`config.mk`:
```
export PLATFORM = sky130hd
export DESIGN_NAME = dma_xfer_ctrl
export DESIGN_NICKNAME = d
export VERILOG_FILES = /design/src/rtl/dma_pkg.sv /design/src/rtl/dma_xfer_ctrl.sv
export SDC_FILE = /design/constraint.sdc
export NUM_CORES = 1
export LEC_CHECK = 0
export BUFFER_PORTS_ARGS = -buffer_cell sky130_fd_sc_hd__buf_2
export CAP_MARGIN = 40
export CORE_ASPECT_RATIO = 1.75
export CORE_UTILIZATION = 51
export CTS_CLUSTER_DIAMETER = 40
export DETAILED_ROUTE_END_ITERATION = 10
export GPL_TIMING_DRIVEN = 0
export PLACE_DENSITY = 0.78
export SYNTH_ARGS = -nofsm -noshare
export SYNTH_HDL_FRONTEND = slang
export SYNTH_SLANG_ARGS = --single-unit
```
`constraint.sdc`:
```
create_clock -name clk -period 1.9 [get_ports clk]
set_input_delay 0.57 -clock clk [delete_from_list [all_inputs] [get_ports clk]]
set_output_delay 0.57 -clock clk [all_outputs]
set_load 0.1 [all_outputs]
```
`src/rtl/dma_pkg.sv`:
```
// dma_pkg: shared definitions for the DMA transfer sequencer.
//   dma_state_e : sequencer state encoding (3 bits)
//   DMA_WIDTH   : default address/data width
//   DMA_LEN_W   : default width of the length field and transfer counter
package dma_pkg;

  localparam int DMA_WIDTH = 8;
  localparam int DMA_LEN_W = 8;

  typedef enum logic [2:0] {
    ST_IDLE    = 3'd0,
    ST_RD_REQ  = 3'd1,
    ST_RD_WAIT = 3'd2,
    ST_WR_REQ  = 3'd3,
    ST_DONE    = 3'd4
  } dma_state_e;

endpackage

```
`src/rtl/dma_xfer_ctrl.sv`:
```
// dma_xfer_ctrl: executes one memory-to-memory copy per accepted start pulse.
// Each word is moved as read request -> read return -> write request.
//
// Ports:
//   clk, arst_n         clock (rising edge); asynchronous reset, active HIGH
//   start               one-cycle start pulse, only accepted in IDLE
//   src_addr, dst_addr  first read / first write address, latched on start
//   data_len            number of words to copy, latched on start (0 = no-op)
//   rd_req/rd_addr      read request and address to memory
//   rd_gnt              read accepted this cycle
//   rd_valid/rd_data    read return (only looked at while waiting for data)
//   wr_req/wr_addr/wr_data  write request, address and data to memory
//   wr_gnt              write accepted this cycle
//   busy                high from the cycle after start through the done cycle
//   done                one-cycle completion pulse
//   xfer_cnt            words written in the current or last transfer
//
// Handshake: a request (rd_req / wr_req) rises and stays high, with its
// address/data held constant, until the matching grant is seen high at a
// rising clock edge; the request drops in the following cycle. A grant while
// the request is low has no effect.
module dma_xfer_ctrl
  import dma_pkg::*;
#(
  parameter int WIDTH = DMA_WIDTH,
  parameter int LEN_W = DMA_LEN_W
) (
  input  logic             clk,
  input  logic             arst_n,
  input  logic             start,
  input  logic [WIDTH-1:0] src_addr,
  input  logic [WIDTH-1:0] dst_addr,
  input  logic [LEN_W-1:0] data_len,
  output logic             rd_req,
  output logic [WIDTH-1:0] rd_addr,
  input  logic             rd_gnt,
  input  logic             rd_valid,
  input  logic [WIDTH-1:0] rd_data,
  output logic             wr_req,
  output logic [WIDTH-1:0] wr_addr,
  output logic [WIDTH-1:0] wr_data,
  input  logic             wr_gnt,
  output logic             busy,
  output logic             done,
  output logic [LEN_W-1:0] xfer_cnt
);

  dma_state_e       state_q, state_d;
  logic [WIDTH-1:0] src_q, dst_q, data_q;
  logic [LEN_W-1:0] rem_q, cnt_q;
  logic             rd_req_q, wr_req_q, busy_q, done_q;

  logic accept, rd_take, wr_take;

  assign accept  = (state_q == ST_IDLE)    && start;
  assign rd_take = (state_q == ST_RD_WAIT) && rd_valid;
  assign wr_take = (state_q == ST_WR_REQ)  && wr_gnt;

  // Next-state logic.
  always_comb begin
    state_d = state_q;
    case (state_q)
      ST_IDLE: begin
        if (start) begin
          state_d = (data_len == '0) ? ST_DONE : ST_RD_REQ;
        end
      end
      ST_RD_REQ: begin
        if (rd_gnt) state_d = ST_RD_WAIT;
      end
      ST_RD_WAIT: begin
        if (rd_valid) state_d = ST_WR_REQ;
      end
      ST_WR_REQ: begin
        // rem_q still counts the word being written, so 1 means last word.
        if (wr_gnt) state_d = (rem_q == LEN_W'(1)) ? ST_DONE : ST_RD_REQ;
      end
      ST_DONE: state_d = ST_IDLE;
      default: state_d = ST_IDLE;
    endcase
  end

  // State, registered status outputs and datapath. Status flops are loaded
  // from the next state so they line up exactly with state_q.
  always_ff @(posedge clk or posedge arst_n) begin
    if (arst_n) begin
      state_q  <= ST_IDLE;
      rd_req_q <= 1'b0;
      wr_req_q <= 1'b0;
      busy_q   <= 1'b0;
      done_q   <= 1'b0;
      src_q    <= '0;
      dst_q    <= '0;
      data_q   <= '0;
      rem_q    <= '0;
      cnt_q    <= '0;
    end else begin
      state_q  <= state_d;
      rd_req_q <= (state_d == ST_RD_REQ);
      wr_req_q <= (state_d == ST_WR_REQ);
      busy_q   <= (state_d != ST_IDLE);
      done_q   <= (state_d == ST_DONE);

      if (accept) begin
        src_q <= src_addr;
        dst_q <= dst_addr;
        rem_q <= data_len;
        cnt_q <= '0;
      end

      if (rd_take) begin
        data_q <= rd_data;
      end

      // Address increments wrap naturally at 2^WIDTH.
      if (wr_take) begin
        src_q <= src_q + WIDTH'(1);
        dst_q <= dst_q + WIDTH'(1);
        rem_q <= rem_q - LEN_W'(1);
        cnt_q <= cnt_q + LEN_W'(1);
      end
    end
  end

  assign rd_req   = rd_req_q;
  assign wr_req   = wr_req_q;
  assign busy     = busy_q;
  assign done     = done_q;
  assign rd_addr  = src_q;
  assign wr_addr  = dst_q;
  assign wr_data  = data_q;
  assign xfer_cnt = cnt_q;

endmodule

```
==> results of run 1 <==
-- cell families after synthesis --
logic type,after synthesis
muxes,8
AOI/OAI and AO/OA,59
adders and majority gates,5
DFF,47
and+or+nand+nor,92
xor gates and xnor gates,2
buffers and inverters,19
-- cell type report --
type,count,area (um2)
multi-input combinational,166,1100
inverter,6,22.5
clock buffer,6,72.6
clock inverter,2,60.1
timing repair buffer,77,408
tap,51,63.8
sequential,47,1190
fill,405,1430
buffer,13,65.1
-- synth_stat cells --
cell type   n
o21ai_0    18
nand4_1     4
nand2_1    33
mux2_2      8
a22o_1      1
and4b_1     1
or4_1       1
a22oi_1     3
nand4b_4    1
ha_1        5
a221o_1     6
buf_2       9
a21oi_1     4
and2_1      1
clkbuf_1    4
nor3_1      4
and3_1      5
a32oi_1     2
nor4_1      3
o31ai_1     1
inv_1       6
or3b_2      1
nor2_2      1
o311ai_1    3
nand3_1    12
nand3b_1    4
nor4bb_1    1
xor2_1      2
or3_1       1
o41ai_2     1
o211ai_1   12
o21ai_1     1
or4_4       2
or4b_1      1
a31oi_1     2
nor2b_1     1
a21o_1      1
o311ai_0    3
nor2_1     14
a41oi_1     1
nor4b_4     1
dfrtp_1    47
-- registers in the layout (all words and copies together) (netlist names) --
signal,count
wr_addr,8
rd_req,1
xfer_cnt,8
rd_addr,8
state_q,3
busy,1
done,1
wr_data,8
rem_q,8
wr_req,1
-- layout by cell type (no fill, tap or decap), drive strengths merged, types with 2 or more instances in the layout --
master and instances:
a21oi 4, a221o 6, a22oi 3, a31oi 2
a32oi 2, and3 5, buf 85, bufinv 2
clkbuf 11, dfrtp 47, ha 5, inv 6
mux2 8, nand2 33, nand3 12, nand3b 4
nand4 4, nor2 15, nor3 4, nor4 3
o211ai 12, o21ai 19, o311ai 6, or4 3
xor2 2
-- final timing paths --
kind,end,slack [ns],depth (start not counted)
worst min-delay path,xfer_cnt[7],0.17,2
worst min register to register,xfer_cnt[7],0.49,1
min in group clk,wr_addr[2],0.47,3
worst max-delay path,rd_addr[5],0.11,1
max in group asynchronous,wr_addr[0],1.24,3
worst max register to register,rem_q[5],0.15,5
-- timing repair --
action | CTS | global route
gates resized for setup | 1 | 4
pin swaps | 0 | 1
setup endpoints to repair | 4 | 28
buffers inserted | 0 | 3
gates cloned | 0 | 0
-- layer usage --
layer | GRT usage (%) | wire length, um | vias to the layer above
li1 | - | - | 1029
met5 | 0 | 0 | -
met3 | 4.81 | 285 | 11
met4 | 9.65 | 123 | 0
met1 | 30.4 | 2110 | 1054
met2 | 44.9 | 3130 | 73
-- stage by stage --
step	util (%)	TNS (ns)	instances
floorplan	-	0	232
global placement	63.4	-20.26	356
detailed placement	63.8	-0.370	357
CTS	66.8	0	365
global route	67.6	0	368
finish	67.6	0	368
==> out/metrics.yaml, run 1 <==
critPathLaunchType: "flip-flop"
portBuffers: 73
synth_top_cell_by_area: "dfrtp_1"
cts_tree: "built"
clk_latency_ns: 0.30
first_iter_violations: 84
hold_buffers: 0
synth_top_area_share_pct: 50.0
grt_use_total_pct: 26.0
synth_mux_area_share_pct: 3.83
drive_above_1_share_pct: 37.9
cts_max_level: 2
crit_path_end_kind: "output pin"
yosys_warnings: 0
grt_max_degree: 40
clock_sinks: 47
viasPerCell: 5.89
finalHoldWorstSlack_ns: 0.172
place_ws_ns: -0.0653
tightest_slew_ns: 0.489
crit_buf_inv: 1
drt_pass1_iterations: 4
syn-instance-count: 232
slew_headroom_pct: 67.1
fp-row-count: 32
synthAdderAreaFrac_pct: 2.66
synth_compound_area_share_pct: 17.8
yosysUniqueCellTypes: 42
fp.dieArea_mm2: 0.00490
worstPathArrival_ns: 1.22
finalMaxSlewViolations: 0
timing.fmax_mhz: 558
num_antenna_cells: 0
routedWlPerCell_um: 15.3
ys_ff_latch: 47
path_class: "reg2out"
ant_nets: 0
r2r_start: "state_q[2]"
setup_viol: 0
grt_pass1_vias: 2041
area_delta_synth_final_pct: 26.6
grt_pass1_wl_um: 9420
core-area_mm2: 0.00440
route.detailed.drc: 0
cp_top_family: "buffers and inverters"
cpMaxStageDelayCell: "buf_2"
dp_hpwl_um: 4190
grt-ovfl-total: 0
cts_made_buffers: 5
avgSynthCellArea_um2: 10.1
detailed_place.area_mm2: 0.00281
syn_nets: 275
initial_core_util_pct: 53.4
finalCritPeriodShare_pct: 94.3
hold_class: "in2async"
die_x_um: 53.3
synth_top_family_by_area: "simple AND/OR/NAND/NOR gates"
clock_path_buffers: 2
hold_violations: 0
drv_cap: 0
clock-root-buffer: "clkbuf_8"
gp_congestion: 0.858
synthXorXnorAreaFrac_pct: 0.745
status: "finished, final reports clean"
vias: 2167
cpPeakStageDelay_ns: 0.47
synth_area_mm2: 0.00235
finalCriticalPeriod_ns: 1.79
crit_path_cell_trace: "buf_2"
nets: 359
ys_seq_area_share_pct: 50.0
stdcell_area_mm2: 0.00298
wirelength_um: 5650
fin_ws_ns: 0.109
antenna_found_initial: 0
critPathMaxFanout: 6
grt_setup_unrepaired: "false"
synth-simple-area-share_pct: 21.4
path_clk_slew_ns: 0.08
synthTopCellsByArea: "dfrtp_1 (50%), nand2_1 (5.3%), o21ai_0 (3.8%), mux2_2 (3.8%), o211ai_1 (3.8%)"
finalClockSkew_ns: 0.00397
ioPinCount: 74
die_y_um: 91.8
required_ns: 1.33
critPathLaunch: "rd_addr[5]"
Power of run 1 is left out: the tool's default activity adds up to more than one toggle a clock period on the data nets, which glitch-free logic cannot reach.
==> run 2: changes to the inputs <==
--- a/config.mk
+++ b/config.mk
@@ -9,6 +9,7 @@
 export CAP_MARGIN = 40
 export CORE_ASPECT_RATIO = 1.75
 export CORE_UTILIZATION = 51
+export CTS_BUF_LIST = sky130_fd_sc_hd__clkbuf_4 sky130_fd_sc_hd__clkbuf_8 sky130_fd_sc_hd__clkbuf_16
 export CTS_CLUSTER_DIAMETER = 40
 export DETAILED_ROUTE_END_ITERATION = 10
 export GPL_TIMING_DRIVEN = 0
==> run 2 against run 1 <==
Via count unchanged. Global-route usage unchanged. Core utilization grew 0.085 points. Non-clock buffer count did not move. Critical path depth unchanged. Worst setup slack did not move. Clock skew about the same. First-iteration DRC count unchanged. Die area did not move. Register-to-register slack barely moved. Highest routed layer unchanged.
==> out/metrics.yaml, run 2 (synthesis results as in run 1) <==
grt_max_degree: 40
gp_congestion: 0.858
grt_setup_unrepaired: "false"
path_class: "reg2out"
fp.dieArea_mm2: 0.00490
core-area_mm2: 0.00440
route.detailed.drc: 0
finalMaxSlewViolations: 0
ant_nets: 0
num_antenna_cells: 0
worstPathArrival_ns: 1.22
fp-row-count: 32
wirelength_um: 5650
clock-root-buffer: "clkbuf_8"
stdcell_area_mm2: 0.00298
portBuffers: 73
cpPeakStageDelay_ns: 0.47
first_iter_violations: 84
crit_path_cell_trace: "buf_2"
slew_headroom_pct: 67.1
crit_buf_inv: 1
routedWlPerCell_um: 15.3
use_met2_pct: 44.9
cp_top_family: "buffers and inverters"
clock_sinks: 47
crit_path_end_kind: "output pin"
hold_class: "in2async"
vias: 2167
path_clk_slew_ns: 0.08
top_usage_layer: "met2"
clk_latency_ns: 0.30
viasPerCell: 5.89
cts_made_buffers: 5
finalClockSkew_ns: 0.00408
die_y_um: 91.8
timing.fmax_mhz: 558
status: "finished, final reports clean"
detailed_place.area_mm2: 0.00281
critPathLaunchType: "flip-flop"
grt_use_total_pct: 26.0
finalCriticalPeriod_ns: 1.79
hold_violations: 0
cts_tree: "built"
grt_pass1_wl_um: 9420
critPathMaxFanout: 6
finalCritPeriodShare_pct: 94.3
nets: 359
final_cell_mix: "buf_2 (81), dfrtp_1 (39), nand2_1 (33)"
setup_viol: 0
drt_pass1_iterations: 4
grt-ovfl-total: 0
cpMaxStageDelayCell: "buf_2"
met3_usage_pct: 4.81
area_delta_synth_final_pct: 26.7
cp_num_cells: 1
drive_above_1_share_pct: 38.2
grt_pass1_vias: 2041
required_ns: 1.33
cts_max_level: 2
seq_area_mm2: 0.00119
dp_hpwl_um: 4190
die_x_um: 53.3
grt_use_met1_pct: 30.4
layout.cells.most_common: "buf_2"
multi_input_comb_area_mm2: 0.00110
antenna_found_initial: 0
ioPinCount: 74
tightest_slew_ns: 0.489
reg2reg_depth: 5
drv_cap: 0
fillCellCount: 405
clock_path_buffers: 2
initial_core_util_pct: 53.4
hold_buffers: 0
## run 2: final cells by class
type | instances | share of cell area (%)
buffer | 13 | 2.18
clock buffer | 6 | 2.56
clock inverter | 2 | 2.02
inverter | 6 | 0.756
multi-input combinational | 166 | 36.8
sequential | 47 | 39.8
tap | 51 | 2.14
timing repair buffer | 77 | 13.7
## run 2: layer usage
layer / vias up / wire (um)
li1: 1029 / -
met1: 1054 / 2110
met3: 11 / 285
met5: - / 0
met2: 73 / 3130
met4: 0 / 123
## run 2: worst paths after layout
check / startpoint / end / slack, ns
max: rd_addr[5] / rd_addr[5] / 0.11
min: arst_n / xfer_cnt[7] / 0.17
max reg2reg: state_q[2] / rem_q[5] / 0.15
min reg2reg: xfer_cnt[7] / xfer_cnt[7] / 0.49
max in group asynchronous: arst_n / wr_addr[0] / 1.24
min in group clk: dst_addr[2] / wr_addr[2] / 0.47
## run 2: repair_timing
item / CTS / global route
hold endpoints to repair: 0 / 0
resized for setup: 1 / 4
setup endpoints to repair: 4 / 28
pin swaps: 0 / 1
setup buffers: 0 / 3
## run 2: through the flow
step	hold WS (ns)	TNS [ns]	worst slack, ns	cells	util [%]
global placement	0.467	-20.26	-0.551	356	63.4
CTS	0.178	0	0.0253	365	66.9
finish	0.172	0	0.109	368	67.6
detailed placement	0.474	-0.370	-0.0653	357	63.8
floorplan	0.503	0	0.0203	232	-
global route	0.179	0	0.0196	368	67.6
Power of run 2 is left out for the same reason.
